`src/rtl/safecrack_lockout_ctrl.sv`:
```
// rtl/safecrack_lockout_ctrl.sv - escalating keypad lockout controller with permanent lock and admin clear
module safecrack_lockout_ctrl #(
    parameter int CLK_FREQ    = 50_000_000,
    parameter int BASE_LOCK_S = 10,
    parameter int MAX_LOCK_S  = 160,
    parameter int MAX_FAILS   = 5
) (
    input  logic       clk,
    input  logic       rst,
    input  logic       attempt_done,
    input  logic       attempt_ok,
    input  logic       admin_clear,
    output logic       input_enable,
    output logic       locked,
    output logic       perm_lock,
    output logic [3:0] fail_count,
    output logic [7:0] lock_remaining,
    output logic       protocol_err
);

    localparam int PW = (CLK_FREQ > 1) ? $clog2(CLK_FREQ) : 1;

    typedef enum logic [1:0] {
        ST_OPEN,
        ST_LOCKOUT,
        ST_PERMA
    } state_t;

    state_t        state_q;
    logic [PW-1:0] presc_q;
    logic [3:0]    fail_q;
    logic [7:0]    rem_q;
    logic          input_enable_q;
    logic          locked_q;
    logic          perm_lock_q;
    logic          protocol_err_q;

    logic [3:0]    fail_inc_d;
    logic [31:0]   shifted_d;
    logic [7:0]    lock_load_d;

    // Failure count after this attempt and its capped lockout duration; the
    // shift is done in 32 bits so large counts cannot wrap before the cap.
    always_comb begin
        fail_inc_d  = fail_q + 4'd1;
        shifted_d   = 32'(BASE_LOCK_S) << (fail_inc_d - 4'd1);
        lock_load_d = (shifted_d > 32'(MAX_LOCK_S)) ? 8'(MAX_LOCK_S) : shifted_d[7:0];
    end

    // Lock state machine with all outputs registered alongside the state.
    always_ff @(posedge clk) begin
        if (rst) begin
            state_q        <= ST_OPEN;
            presc_q        <= '0;
            fail_q         <= 4'd0;
            rem_q          <= 8'd0;
            input_enable_q <= 1'b1;
            locked_q       <= 1'b0;
            perm_lock_q    <= 1'b0;
            protocol_err_q <= 1'b0;
        end else begin
            protocol_err_q <= 1'b0;
            if (admin_clear) begin
                // Clear wins over any attempt in the same cycle; that attempt is dropped.
                state_q        <= ST_OPEN;
                presc_q        <= '0;
                fail_q         <= 4'd0;
                rem_q          <= 8'd0;
                input_enable_q <= 1'b1;
                locked_q       <= 1'b0;
                perm_lock_q    <= 1'b0;
            end else begin
                case (state_q)
                    ST_OPEN: begin
                        if (attempt_done) begin
                            if (attempt_ok) begin
                                fail_q <= 4'd0;
                            end else begin
                                fail_q <= fail_inc_d;
                                if (fail_inc_d == 4'(MAX_FAILS)) begin
                                    state_q        <= ST_PERMA;
                                    input_enable_q <= 1'b0;
                                    perm_lock_q    <= 1'b1;
                                end else begin
                                    state_q        <= ST_LOCKOUT;
                                    rem_q          <= lock_load_d;
                                    presc_q        <= '0;
                                    input_enable_q <= 1'b0;
                                    locked_q       <= 1'b1;
                                end
                            end
                        end
                    end
                    ST_LOCKOUT: begin
                        protocol_err_q <= attempt_done;
                        if (presc_q == PW'(CLK_FREQ - 1)) begin
                            presc_q <= '0;
                            rem_q   <= rem_q - 8'd1;
                            if (rem_q == 8'd1) begin
                                state_q        <= ST_OPEN;
                                input_enable_q <= 1'b1;
                                locked_q       <= 1'b0;
                            end
                        end else begin
                            presc_q <= presc_q + PW'(1);
                        end
                    end
                    ST_PERMA: begin
                        protocol_err_q <= attempt_done;
                    end
                    default: begin
                        state_q        <= ST_OPEN;
                        input_enable_q <= 1'b1;
                        locked_q       <= 1'b0;
                        perm_lock_q    <= 1'b0;
                    end
                endcase
            end
        end
    end

    assign input_enable   = input_enable_q;
    assign locked         = locked_q;
    assign perm_lock      = perm_lock_q;
    assign fail_count     = fail_q;
    assign lock_remaining = rem_q;
    assign protocol_err   = protocol_err_q;

endmodule

```
`config.mk`:
```
export PLATFORM = sky130hd
export DESIGN_NAME = safecrack_lockout_ctrl
export DESIGN_NICKNAME = d
export VERILOG_FILES = /design/src/rtl/safecrack_lockout_ctrl.sv
export SDC_FILE = /design/constraint.sdc
export NUM_CORES = 1
export LEC_CHECK = 0
export CORE_ASPECT_RATIO = 2
export CORE_MARGIN = 4
export CORE_UTILIZATION = 51
export CTS_CLUSTER_DIAMETER = 40
export DETAILED_ROUTE_END_ITERATION = 8
export PLACE_DENSITY = 0.71
export SLEW_MARGIN = 10
export SYNTH_ARGS = -nofsm -noshare
export SYNTH_HDL_FRONTEND = slang
export SYNTH_SLANG_ARGS = --single-unit
```
`constraint.sdc`:
```
create_clock -name clk -period 3.3 [get_ports clk]
set_clock_uncertainty 0.15 [all_clocks]
set_input_delay 0.99 -clock clk [delete_from_list [all_inputs] [get_ports clk]]
set_output_delay 0.99 -clock clk [all_outputs]
set_load 0.01 [all_outputs]
```
==> flow_summary.toml <==
[yosys]
ys_seq_area_share_pct = 32.1
synth_area_leader_cell = "dfxtp_1"
synth-seq-cells = 44
synth_edf_count = 0
synth_area_leaders = "dfxtp_1, xnor2_1, ha_1, nor2_1, a21oi_1"
ys_warn_count = 0
syn-cell-area_mm2 = 0.00275
synthArstFlopShare_pct = 0
ys_types = 58
synth_top_area_share_pct = 32.1
syn_nets = 356
syn_inst = 338
synth_area_per_cell_um2 = 8.12
synth_ff_type = "dfxtp_1"

[timing]
final.setup.tns_ns = 0
fin_crit_sh_pct = 89.5
setup_viol = 0
fmax_mhz = 339
tightestPinTransition_ns = 0.713
period_needed_ns = 2.95
hold_violations = 0
final_max_slew_viol_count = 0
rsz0062_at_grt = "false"
fin_ws_ns = 0.346
maxSlewHeadroom_pct = 52.0

[power_and_ir_drop]
switchingPower_mw = 0.263
power_frac_comb_pct = 8.9
powerDensity_mw_per_mm2 = 384
swShare_pct = 21.5
clkPwrFrac_pct = 46.9
p_int_mw = 0.958
power_frac_seq_pct = 44.2
ir_drop_v = 0.000330
power_leakage_nw = 1.08

[global_route]
antenna_found_initial = 0
grt_usage_pct = 22.4
grt_pass1_wl_um = 12000
grt_pass1_vias = 2617
use_met3_pct = 2.90
overflow = 0
grt_max_degree = 25
use_met2_pct = 41.6
met1_usage_pct = 23.8
top_usage_layer = "met2"

[run]
cap_violations = 0

[place]
post-place-ws_ns = 0.146
io_buffers = 20
hpwl_um = 5270
gp_congestion = 0.929

[route]
drtIter0Drc = 166
wl_per_cell_um = 17.2
totalWireLength_um = 7110
ant_nets = 0
drc_errors = 0
via_per_inst = 6.29
vias = 2605
first_pass_iters = 6

[floorplanning]
start_util_pct = 52.9
rows = 37
fp.dieH_um = 112
ioPinCount = 21
die-area_mm2 = 0.00669
dieWidth_um = 59.9
core_mm2 = 0.00518

[worst_setup_path]
worstSetupPathType = "reg2reg"
crit_required_ns = 3.37
path_max_fanout = 7
critical_path_arrival_ns = 3.03
worstSetupEndpointType = "flip-flop"
critPathLaunchType = "flip-flop"

[cts]
cts_sinks = 44
clkTransAtPathRegs_ns = 0.09
htree_levels = 2
cts_buffers = 5
insertion_delay_ns = 0.30
max-clock-path-buffers = 2
clock-root-buffer = "clkbuf_8"
post_cts_buffers = 0
tritoncts = "built"

[final_layout]
fin_nets = 373
antennaDiodeCount = 0
drive_gt1_share_pct = 8.71
area_growth_pct = 15.9
fin_util_pct = 61.4

[run_status]
status = "finished, final reports clean"

[worst_hold_path]
worst_hold_path_type = "reg2reg"
-- power by group through the flow --
stage	sequential (mW)	clock, mW	combinational (mW)
finish	0.540	0.573	0.108
global route	0.541	0.604	0.119
CTS	0.540	0.584	0.108
detailed placement	0.553	0	0.107
global placement	0.552	0	0.106
floorplan	0.553	0	0.0669
-- layout by cell type (no fill, tap or decap), types with 5 or more instances in the layout --
| cell | instances |
|---|---|
| nor3_1 | 11 |
| buf_4 | 12 |
| nor4_1 | 16 |
| dfxtp_1 | 44 |
| nand2_1 | 24 |
| and3_1 | 8 |
| nor2_1 | 32 |
| o21ai_0 | 9 |
| nor4b_1 | 5 |
| inv_1 | 8 |
| nand3_1 | 15 |
| clkdlybuf4s50_1 | 20 |
| xnor2_1 | 23 |
| clkbuf_8 | 5 |
| or3_1 | 5 |
| nor3b_1 | 6 |
| a21oi_1 | 21 |
| a31oi_1 | 8 |
| and4_1 | 6 |
| ha_1 | 13 |
| nand4_1 | 10 |
-- registers in the layout, indices dropped and copies added (netlist names) --
| signal | count |
|---|---|
| protocol_err | 1 |
| locked | 1 |
| presc_q | 26 |
| perm_lock | 1 |
| lock_remaining | 8 |
| state_q | 2 |
| fail_count | 4 |
| input_enable | 1 |
-- synth_stat cells, types with 2 or more instances --
library cell   n
and4_1         6
nand2_1       24
o21a_1         2
a211oi_1       3
or3_1          5
a21oi_1       21
or4_1          3
nor2b_1        2
o211ai_1       2
nand2b_1       3
nor4b_1        5
xnor2_1       23
nor3b_1        6
mux2_2         2
nor4_1        16
o32a_1         3
nor3_1        11
a31oi_1        8
nor2_1        32
o31ai_1        2
clkbuf_1      14
ha_1          13
dfxtp_1       44
and3_1         8
a21o_1         2
buf_6          2
o21ai_0        9
a2111oi_0      2
a211o_1        2
buf_2          5
inv_1          8
nand3_1       15
nand4_1       10
-- per-stage QoR --
stage,total power [mW],hold slack [ns],instance area (um^2),instances
after global routing,1.26,0.385,3180,414
after CTS,1.23,0.326,3180,414
after floorplan,0.620,0.311,2750,338
final,1.22,0.320,3180,414
after detailed placement,0.660,0.310,3020,406
after global placement,0.658,0.301,3020,406
-- kinds of logic (layout without fill, tap and decap cells) --
family	count (synthesis)	in the layout	synth area share, %
AO/OA/AOI/OAI	69	69	17.2
adder cells (fa/ha/maj)	13	13	5.93
XOR/XNOR	24	24	7.66
buffers and inverters	32	50	5.29
multiplexers	3	3	1.19
flip-flops	44	44	32.1
AND/OR/NAND/NOR	153	153	30.7
-- worst max-delay path, cell delays in order (launching register included) --
cell and delay [ns]:
dfxtp_1 0.32, ha_1 0.27, ha_1 0.44, inv_1 0.12, ha_1 0.31, nor2b_1 0.07
a2111oi_2 0.39, nand2_1 0.20, o32a_1 0.39, a211oi_1 0.22
-- routing by layer --
metal	share of wire (%)	wire, um
met1	38	2680
met2	56	3980
met3	3.9	280
met4	2.4	174
met5	0	0
-- cell type report --
type / instances / area, um^2
clock buffer: 5 / 68.8
inverter: 9 / 33.8
sequential: 44 / 881
timing repair buffer: 33 / 310
clock inverter: 3 / 90.1
fill: 495 / 2000
multi-input combinational: 262 / 1730
tap: 58 / 72.6
-- what timing repair did --
action	in CTS	in global routing
hold endpoints to repair	0	0
hold buffers	0	0
endpoints found under the setup margin	0	2
gates resized for setup	0	2
-- final timing paths --
check,startpoint,cells after the start,endpoint,slack [ns]
max,fail_count[0],9,lock_remaining[1],0.35
min,input_enable,2,input_enable,0.32
max reg2reg,fail_count[0],9,lock_remaining[1],0.35
min reg2reg,input_enable,2,input_enable,0.32
No activity file was read; power rests on OpenSTA's default activity.
